<file path="src/rtl/rv_rr_arbiter.sv">
// rv_rr_arbiter: round-robin arbiter sharing one ready/valid output channel
// between N requesters, locking the channel for a whole packet (until the
// granted requester's last beat is accepted). The output side is forward
// registered, so s_valid/s_data/s_last are flop outputs.
//
// Ports:
//   i_clk, i_rst_n     clock (rising edge), async active-low reset
//   i_m_valid[N]       per-requester valid
//   i_m_data[N*WIDTH]  requester i data on bits [i*WIDTH +: WIDTH]
//   i_m_last[N]        per-requester end-of-packet, qualified by valid
//   o_m_ready[N]       per-requester ready, at most one bit set
//   o_s_valid/o_s_data/o_s_last  registered output beat
//   i_s_ready          downstream ready
//   o_grant_id         current / most recent granted requester
//   o_busy             high while a packet holds the channel
module rv_rr_arbiter #(
  parameter int WIDTH = 8,
  parameter int N     = 4,
  parameter int IDW   = $clog2(N)
) (
  input  logic               i_clk,
  input  logic               i_rst_n,
  input  logic [N-1:0]       i_m_valid,
  input  logic [N*WIDTH-1:0] i_m_data,
  input  logic [N-1:0]       i_m_last,
  output logic [N-1:0]       o_m_ready,
  output logic               o_s_valid,
  output logic [WIDTH-1:0]   o_s_data,
  output logic               o_s_last,
  input  logic               i_s_ready,
  output logic [IDW-1:0]     o_grant_id,
  output logic               o_busy
);

  typedef enum logic {ST_IDLE = 1'b0, ST_BUSY = 1'b1} state_t;

  state_t           r_state;
  logic [IDW-1:0]   r_grant;
  logic             r_s_valid;
  logic [WIDTH-1:0] r_s_data;
  logic             r_s_last;

  logic [IDW-1:0]   w_cand [N];
  logic [IDW-1:0]   w_pick;
  logic             w_any;
  logic             w_out_free;
  logic             w_accept;
  logic [WIDTH-1:0] w_sel_data;

  // Search order: w_cand[0] is the requester right after the last grant,
  // wrapping modulo N; w_cand[N-1] is the last grant itself.
  for (genvar k = 0; k < N; k++) begin : g_cand
    assign w_cand[k] = IDW'((32'(r_grant) + k + 1) % N);
  end

  // Walk from lowest priority to highest so the earliest candidate wins.
  always_comb begin
    w_pick = r_grant;
    for (int k = N - 1; k >= 0; k--) begin
      if (i_m_valid[w_cand[k]]) w_pick = w_cand[k];
    end
  end

  assign w_any = |i_m_valid;

  // Output register can take a beat when empty or draining this cycle.
  // Only registered state and i_s_ready feed m_ready, never m_valid.
  assign w_out_free = !r_s_valid || i_s_ready;

  always_comb begin
    o_m_ready = '0;
    if (r_state == ST_BUSY) o_m_ready[r_grant] = w_out_free;
  end

  assign w_accept   = (r_state == ST_BUSY) && i_m_valid[r_grant] && w_out_free;
  assign w_sel_data = i_m_data[r_grant*WIDTH +: WIDTH];

  always_ff @(posedge i_clk or negedge i_rst_n) begin
    if (!i_rst_n) begin
      r_state   <= ST_IDLE;
      r_grant   <= IDW'(N - 1);
      r_s_valid <= 1'b0;
      r_s_data  <= '0;
      r_s_last  <= 1'b0;
    end else begin
      // Output register: load wins over drain so a simultaneous
      // drain+refill keeps s_valid high (full throughput).
      if (w_accept) begin
        r_s_valid <= 1'b1;
        r_s_data  <= w_sel_data;
        r_s_last  <= i_m_last[r_grant];
      end else if (i_s_ready) begin
        r_s_valid <= 1'b0;
      end

      case (r_state)
        ST_IDLE: begin
          if (w_any) begin
            r_grant <= w_pick;
            r_state <= ST_BUSY;
          end
        end
        ST_BUSY: begin
          // grant_id holds on exit; it is the base of the next search.
          if (w_accept && i_m_last[r_grant]) r_state <= ST_IDLE;
        end
        default: r_state <= ST_IDLE;
      endcase
    end
  end

  assign o_s_valid  = r_s_valid;
  assign o_s_data   = r_s_data;
  assign o_s_last   = r_s_last;
  assign o_grant_id = r_grant;
  assign o_busy     = (r_state == ST_BUSY);

endmodule

</file>
<file path="config.mk">
export PLATFORM = sky130hd
export DESIGN_NAME = rv_rr_arbiter
export DESIGN_NICKNAME = d
export VERILOG_FILES = /design/src/rtl/rv_rr_arbiter.sv
export SDC_FILE = /design/constraint.sdc
export NUM_CORES = 1
export LEC_CHECK = 0
export CORE_MARGIN = 2
export CORE_UTILIZATION = 39
export CTS_CLUSTER_DIAMETER = 30
export CTS_CLUSTER_SIZE = 25
export DETAILED_ROUTE_END_ITERATION = 10
export GPL_TIMING_DRIVEN = 0
export PLACE_DENSITY = 0.85
export SYNTH_ARGS = -nofsm -noshare
export SYNTH_HDL_FRONTEND = slang
export SYNTH_SLANG_ARGS = --single-unit
</file>
<file path="constraint.sdc">
create_clock -name i_clk -period 3.4 [get_ports i_clk]
set_clock_uncertainty 0.2 [all_clocks]
set_input_delay 0.68 -clock i_clk [delete_from_list [all_inputs] [get_ports i_clk]]
set_output_delay 0.68 -clock i_clk [all_outputs]
set_load 0.02 [all_outputs]
</file>
Word level (Yosys, flattened, before mapping)
Index checks and enable logic that the tools add are counted.

Bits in registers: 13. Bits in latches: 0. Bits in writable memories: 0. ROM bits: 0. Input port bits: 43. Output and inout port bits: 17. Logic and storage cells: 54. Memories: 0.

$add $sub $neg: 6. Multiply operators: 0. Divide/modulo/power cells: 0. $lt $le $gt $ge: 6. Equality and inequality tests: 0. Shifts and indexed selects: 1. Muxes and demuxes: 24. Bitwise operators: 2. Reduce and logical (&&, ||, !) cells: 10.

Operators with widths (count): $shiftx A32 B6 Y8 (1); $lt A2 B3 Y1 const B (5); $bmux W1 S2 (6); $mux W1 (11); $add A2 B1 Y2 const B (4); $mux W2 (4); $add A2 B2 Y2 const B (2); $and A4 B4 Y4 (1); $logic_and A1 B1 Y1 (4); $mux W4 (1); $reduce_bool A4 Y1 (1); $reduce_or A4 Y1 (1); $reduce_and A3 Y1 (1); $demux W1 S2 (1); $ge A2 B1 Y1 const B (1); $pmux W1 S2 (1); $reduce_bool A2 Y1 (1); $logic_not A1 Y1 (1); $logic_or A1 B1 Y1 (1); $not A1 Y1 (1).

Longest topological paths before layout
Depth after elaboration: 8. Depth in mapped cells: 8. Gate-level depth less buffers: 6.

Least setup slack after synthesis
No wires, ideal clock.

Path kind: reg2reg. From: register r_grant[0] (netlist: o_grant_id[0]). To: register r_grant[1] (netlist: o_grant_id[1]). Setup time: 0.078 ns. Arrival: 2.139 ns. Required time: 3.122 ns. Path slack: 0.982 ns. Cell stages (with the launch flop): 9. Buffers on the path: 2. Cells stage by stage: dfstp_2 -> buf_6 -> buf_2 -> inv_1 -> ha_1 -> nor2b_1 -> a32oi_1 -> a21oi_1 -> a31o_2.

Longest elaborated chain between the ends: 7.

Ends and longest elaborated chain: from (decl) (line 38) `logic [IDW-1:0] r_grant;`; from (signal assigned) (line 81) `r_grant <= IDW'(N - 1);`; from (signal assigned) (line 99) `r_grant <= w_pick;`; $add A2 B2 Y2 (line 53) `assign w_cand[k] = IDW'((32'(r_grant) + k + 1) % N);`; $add A2 B1 Y2 (line 53); $bmux W1 S2 (line 60) `if (i_m_valid[w_cand[k]]) w_pick = w_cand[k];`; $mux W1 (not written as such) (line 60); $mux W2 (3 in a row) (line 60).

Several ways; a longest one is shown, not always the timed one. The select of a mux whose other input is x is not followed. A chain may end at the register's enable or synchronous reset.

Worst setup path after layout
From: register r_grant[0] (netlist: o_grant_id[0]). To: output port o_m_ready[2].

Longest elaborated chain between the ends: 6.

Ends and longest elaborated chain: $lt A2 B3 Y1 (not written as such) or $ge A2 B1 Y1 (tied branches) (line 72) `if (r_state == ST_BUSY) o_m_ready[r_grant] = w_out_free;`; $logic_and A1 B1 Y1 (not written as such) (line 72); $mux W1 (not written as such) (line 72); $demux W1 S2 * (line 72); $and A4 B4 Y4 (no line) *; $mux W4 * (line 72); to (decl) (line 26) `output logic [N-1:0] o_m_ready,`.

Every way passes the cells marked *; elsewhere a longest branch is shown, timed or not.

==> impl_metrics.env <==
export IMPL_status="finished clean"
export IMPL_grt_pass1_vias=894
export IMPL_synthSimpleGateAreaFrac_pct=11.4
export IMPL_use_met1_pct=21.3
export IMPL_antenna_found_initial=0
export IMPL_p_clk_share_pct=7.0
export IMPL_drtAntennaViolNets=0
export IMPL_critPathCaptureType="output port"
export IMPL_yosys_area_share_adder_pct=5.31
export IMPL_synth_ff_latch_count=13
export IMPL_dp_cells=160
export IMPL_routed_wl_mm=2.61
export IMPL_cts_path_max_buffers=2
export IMPL_busiest_layer="met2"
export IMPL_finalNetCount=184
export IMPL_firstDrtPassIters=4
export IMPL_slew_viol_final=0
export IMPL_drive_above_1_share_pct=18.4
export IMPL_critical_path_required_ns=2.52
export IMPL_fin_ws_ns=0.269
export IMPL_cts_root_buf="clkbuf_4"
export IMPL_via_count=873
export IMPL_yosys_area_top_type="dfrtp_1"
export IMPL_pwr_share_seq_pct=23.6
export IMPL_synth_compound_area_share_pct=8.62
export IMPL_fin_hold_ws_ns=0.288
export IMPL_p_sw_uw=540
export IMPL_use_met3_pct=3.95
export IMPL_grt_pass1_wl_mm=3.95
export IMPL_layout_min_cycle_time_ns=3.13
export IMPL_grt_usage_pct=20.1
export IMPL_num_io_pins=60
export IMPL_synth_top_area_share_pct=29.2
export IMPL_syn_cell_area_sq_um=943
export IMPL_synth_area_mux_share_pct=35.7
export IMPL_tightestPinTransition_ns=0.547
export IMPL_power_density_mw_per_mm2=836
export IMPL_ir_drop_uv=473
export IMPL_multi_input_comb_area_sq_um=584
export IMPL_place_gp_congestion=0.690
export IMPL_syn_num_nets=120
export IMPL_maxCapViolations=0
export IMPL_clock_sinks=13
export IMPL_met2_usage_pct=38.5
export IMPL_combinationalPowerShare_pct=69.3
export IMPL_die_x_um=53.2
export IMPL_cts_tree="built"
export IMPL_synth_cells=73
export IMPL_timing_fmax_ghz=0.319
export IMPL_place_ws_ns=0.358
export IMPL_start_util_pct=41.8
export IMPL_wl_per_cell_um=15.9
export IMPL_fin_cells=164
export IMPL_hp_class="reg2reg"
export IMPL_cts_hold_buf=0
export IMPL_numCtsBuffers=3
export IMPL_drc=0
export IMPL_critPathKind="reg2out"
export IMPL_synth_edf_count=0
export IMPL_drt_first_iter_violations=7
export IMPL_yosys_top_cells_area="dfrtp_1, mux4_2, mux2_2, mux4_1, dfstp_2"
export IMPL_rsz0062_at_grt="no"
export IMPL_slew_headroom_pct=63.4
export IMPL_clock_latency_ns=0.27
export IMPL_finalSetupViolCount=0
export IMPL_power_leakage_uw=0.000651
export IMPL_die_height_um=53.2
export IMPL_arrival_ns=2.25
export IMPL_fillers=174
export IMPL_tns_ns=0
export IMPL_post_cts_buffers=0
export IMPL_grt_overflow=0
export IMPL_ys_flop_type="dfrtp_1"
export IMPL_yosysWarnings=0
export IMPL_p_sw_share_pct=40.4
export IMPL_path_max_fanout=10
export IMPL_yosys_area_share_xor_xnor_pct=0.928
export IMPL_critPathLaunchType="flop"
export IMPL_hold_viol=0
export IMPL_dieArea_sq_mm=0.00283
export IMPL_port_buffers=59
export IMPL_avgViaCountPerCell=5.32
export IMPL_totalPowerFinal_uw=1340
export IMPL_seq_area_sq_um=328
export IMPL_intPower_uw=796
export IMPL_ys_seq_area_share_pct=34.7
export IMPL_avgSynthCellArea_sq_um=12.9
export IMPL_path_clk_slew_ns=0.07
export IMPL_ys_async_sr_fraction_pct=100
export IMPL_fin_crit_sh_pct=92.1
export IMPL_grt_max_degree=14
export IMPL_synth_top_family_by_area="multiplexers"
export IMPL_ys_types=29
export IMPL_htree_levels=1
export IMPL_antenna_cells=0
export IMPL_core_area_sq_mm=0.00225
export IMPL_syn2layout_area_growth_pct=69.2
export IMPL_dp_final_hpwl_mm=2.13
export IMPL_rows=17
power groups by stage:
stage	combinational (uW)	sequential [uW]	clock (uW)
2_1_floorplan	490	403	0
3_3_place_gp	901	308	0
3_5_place_dp	936	318	0
4_1_cts	937	315	97.1
5_1_grt	994	326	105
6_report	925	316	94.1
flip-flops by register name, summed over array words and instances, names as in the netlist:
name        flops
o_busy          1
o_s_valid       1
o_s_data        8
o_s_last        1
o_grant_id      2
final cells by class:
| cell class | instances | share of cell area (%) |
|---|---|---|
| tap | 28 | 2.19 |
| buffer | 3 | 1.33 |
| timing repair buffer | 59 | 37.0 |
| clock buffer | 4 | 1.65 |
| sequential | 13 | 20.5 |
| inverter | 3 | 0.705 |
| multi-input combinational | 54 | 36.6 |
cell families after synthesis:
kind of cell | after synthesis
flops | 13
simple gates | 18
xor+xnor | 1
buf+inv | 6
compound gates | 12
mux | 19
fa+ha+maj | 4
critical path, cell delays in order (launching register included):
cell             delay [ns]
dfstp_2                0.58
buf_6                  0.18
buf_2                  0.25
inv_1                  0.09
ha_1                   0.19
and3_1                 0.16
clkdlybuf4s50_1        0.53
final timing paths:
kind,from,end,slack [ns],cells past startpoint
max,o_grant_id[0],o_m_ready[2],0.27,6
min,o_s_last,o_s_last,0.29,1
max reg2reg,o_grant_id[0],o_grant_id[1],0.79,8
min reg2reg,o_s_last,o_s_last,0.29,1
max in group asynchronous,i_rst_n,o_grant_id[0],2.07,1
min in group asynchronous,i_rst_n,o_s_data[6],0.56,1
timing repair:
item | 4_1_cts | 5_1_grt
endpoints found under the hold margin | 0 | 0
endpoints found under the setup margin | 0 | 2
resized for setup | 0 | 2
metrics by stage:
stage / utilization (%) / instance area (sq um)
3_5_place_dp: 69.6 / 1570
4_1_cts: 70.8 / 1600
5_1_grt: 70.8 / 1600
2_1_floorplan: - / 943
3_3_place_gp: 69.6 / 1570
6_report: 70.8 / 1600
cell usage after synthesis, drive strengths merged (2+ instances only):
master  count
and3        4
buf         2
nor2b       2
a21oi       5
ha          4
inv         3
mux4       10
nand2       3
mux2        8
nor2        4
dfstp       2
dfrtp      11
placed cells by master, fill, tap and decap left out:
cell type / Yosys / final
clkdlybuf4s50_1: 0 / 59
dfrtp_1: 11 / 11
mux2_2: 8 / 8
mux4_2: 7 / 7
a21oi_1: 5 / 5
and3_1: 4 / 4
nor2_1: 4 / 4
ha_1: 4 / 4
inv_1: 3 / 3
nand2_1: 3 / 3
mux4_1: 3 / 3
clkbuf_4: 0 / 3
nor2b_1: 2 / 2
dfstp_2: 2 / 2
clkbuf_2: 0 / 1
nand2b_1: 1 / 1
buf_6: 1 / 1
buf_2: 1 / 1
nor3_1: 1 / 1
nand3_4: 1 / 1
nand3b_1: 1 / 1
o311a_1: 1 / 1
a221oi_1: 1 / 1
o21ai_0: 1 / 1
nor3b_1: 1 / 1
mux2i_1: 1 / 1
a32oi_1: 1 / 1
o211ai_1: 1 / 1
xnor2_1: 1 / 1
a31o_2: 1 / 1
a21o_1: 1 / 1
clkbuf_1: 1 / 1
routing by layer:
layer / part of all wire (%) / vias to the layer above
li1: - / 414
met4: 0.38 / 0
met3: 7.8 / 2
met5: 0 / -
met2: 57 / 39
met1: 35 / 418
Note: power is estimated with default switching activity, not from simulation.
==> RTL change (config.mk and constraints unchanged) <==
Change the parameter `WIDTH` from 8 to 6.
--- a/src/rtl/rv_rr_arbiter.sv
+++ b/src/rtl/rv_rr_arbiter.sv
@@ -16,3 +16,3 @@
 module rv_rr_arbiter #(
-  parameter int WIDTH = 8,
+  parameter int WIDTH = 6,
   parameter int N     = 4,
Interface: changed (resized i_m_data and o_s_data); port bits go from 60 to 50. The function was not compared with the original's and may differ.
==> RTL change against the original RTL <==
  * Via count decreased by 11%
  * Die area shrank 12%
  * Synthesized area fell by 13%
  * Worst setup slack improved by 0.0071 ns
  * Critical endpoint is now o_m_ready[0]
  * Wire length fell by 19%
  * First-iteration DRC count grew to 3.4 times the old value
  * Design area down 14%
  * Total power down 13%
  * Sequential cell count decreased by 2
==> RTL change: results (changes against the original RTL) <==
Status
  – Status: completed (unchanged)

Clock tree
  – Post-CTS Resized: 0 (unchanged)
  – CTS buffer count: 3 (unchanged)
  – Setup bufs post-CTS: 0 (unchanged)
  – Root Buffer: clkbuf_4 (unchanged)
  – H-tree depth: 1 (unchanged)
  – CTS max path bufs: 2 (unchanged)
  – Clk slew on worst S/H paths: 0.07 ns (about the same)
  – Worst-Skew Late Latency: 0.27 ns (about the same)

Timing
  – Final setup fails: 0 (unchanged)
  – Fin. Hold Viols: 0 (unchanged)
  – Slew @ Worst Pin: 0.471 ns (was 0.547 ns)

Final layout
  – Post-layout nets: 160 (was 184)
  – Share of cells above drive strength 1: 20.0% (was 18.4%)
  – # diodes: 0 (unchanged)
  – Fill cells: 146 (was 174)
  – Max FFs per register: 6 (was 8)

Global routing
  – Vias in the first global route: 729 (was 894)
  – GRT Overall Usage: 18.3% (was 20.1%)
  – First-pass GRT wire length: 3.35 mm (was 3.95 mm)
  – Largest net degree at the start of global routing: 12 (was 14)

Route
  – First-pass DRT Iterations: 4 (unchanged)
  – Initial DRC count: 24 (was 7)
  – Vias per inst: 5.27 (was 5.32)
  – Final wirelength: 2.13 mm (was 2.61 mm)
  – Avg WL per Cell: 14.5 µm (was 15.9 µm)
  – Post-route DRC: 0 (unchanged)

Place
  – Port Buffers: 49 (was 59)
  – Placed wire-length estimate: 1.78 mm (was 2.13 mm)
  – Placed cells: 143 (was 160)
  – Final GP Congestion: 0.749 (was 0.690)

Yosys
  – Synth cell count leaders: 9 x dfrtp_1, 7 x mux4_2, 6 x mux2_2 (was 11 x dfrtp_1, 8 x mux2_2, 7 x mux4_2)
  – Mapped Cells: 67 (was 73)
  – Async SR Flop Fraction: 100% (unchanged)
  – Synth Warn #: 0 (unchanged)
  – Area contributors post-synth: dfrtp_1 27%, mux4_2 19%, mux2_2 8.2%, dfstp_2 6.4%, ha_1 6.1% (was dfrtp_1 29%, mux4_2 17%, mux2_2 9.5%, mux4_1 8.4%, dfstp_2 5.6%)
  – Top-count cell post-synth: dfrtp_1 (unchanged)
  – Mapped Nets: 106 (was 120)
  – Register area share after synthesis: 33.9% (was 34.7%)
  – Distinct cells, synth: 28 (was 29)

Power
  – Maximum vdd drop: 0.526 mV (was 0.473 mV)
  – Leak pwr: 0.000563 µW (was 0.000651 µW)
  – Net switching share of the total power: 40.5% (was 40.4%)

Setup path
  – Slowest cell on crit path: dfstp_2 (unchanged)
  – Worst path top cell family by delay: buffers and inverters (unchanged)
  – Slowest stage delay, CP: 0.57 ns
==> RTL change: area by class of cell <==
type / instances / share of cell area (%)
plain buffers: 3 / 1.55
multi-input cells: 50 / 37.1
inverters: 3 / 0.821
well taps: 27 / 2.46
clock buffers: 3 / 1.64
repair buffers: 49 / 35.8
flip-flops and latches: 11 / 20.3
clock inverters: 1 / 0.365
==> RTL change: power groups by stage <==
stage | clock network (µW) | registers (µW) | logic (µW)
final | 89.8 | 263 | 813
after global routing | 99.7 | 273 | 871
after CTS | 92.4 | 263 | 824
after detailed placement | 0 | 266 | 823
after global placement | 0 | 261 | 796
after floorplan | 0 | 343 | 441
==> RTL change: logic make-up after synthesis <==
logic type	after synthesis	share of synthesized area [%]
AO/OA/AOI/OAI	12	9.92
XOR/XNOR	1	1.07
adder cells (fa/ha/maj)	4	6.11
buffers and inverters	6	3.97
flip-flops	11	33.9
multiplexers	15	31.9
AND/OR/NAND/NOR	18	13.1
==> RTL change: worst reg2reg max path: stages (launching register included) <==
cell      delay, ns
dfstp_2        0.57
buf_6          0.17
buf_2          0.23
inv_1          0.10
ha_1           0.39
nor2b_1        0.20
a32oi_1        0.32
o211ai_1       0.17
xnor2_1        0.16
==> RTL change: path summary, 6_finish.rpt <==
path                               start       endpoint  slack [ns]  cells past startpoint
min in group asynchronous        i_rst_n    o_s_data[3]        0.52                      1
hold / removal                  o_s_last       o_s_last        0.28                      1
setup / recovery           o_grant_id[0]   o_m_ready[0]        0.28                      6
max in group asynchronous        i_rst_n  o_grant_id[1]        2.13                      1
hold reg to reg                 o_s_last       o_s_last        0.28                      1
setup reg to reg           o_grant_id[0]  o_grant_id[0]        0.83                      8
==> RTL change: per-layer routing <==
layer  GRT usage [%]  share of wire [%]  up-vias
met2            32.2                 54       29
li1                -                  -      367
met4            4.17               0.47        0
met5               0                  0        -
met1            21.5                 39      376
met3            6.06                6.1        2
==> RTL change: through the flow <==
stage	cell area, µm²	setup WS [ns]	util, %
5_1_grt	1370	0.152	69.2
2_1_floorplan	820	0.999	-
4_1_cts	1370	0.244	69.2
3_3_place_gp	1340	0.375	67.8
3_5_place_dp	1340	0.373	67.8
6_report	1370	0.276	69.2
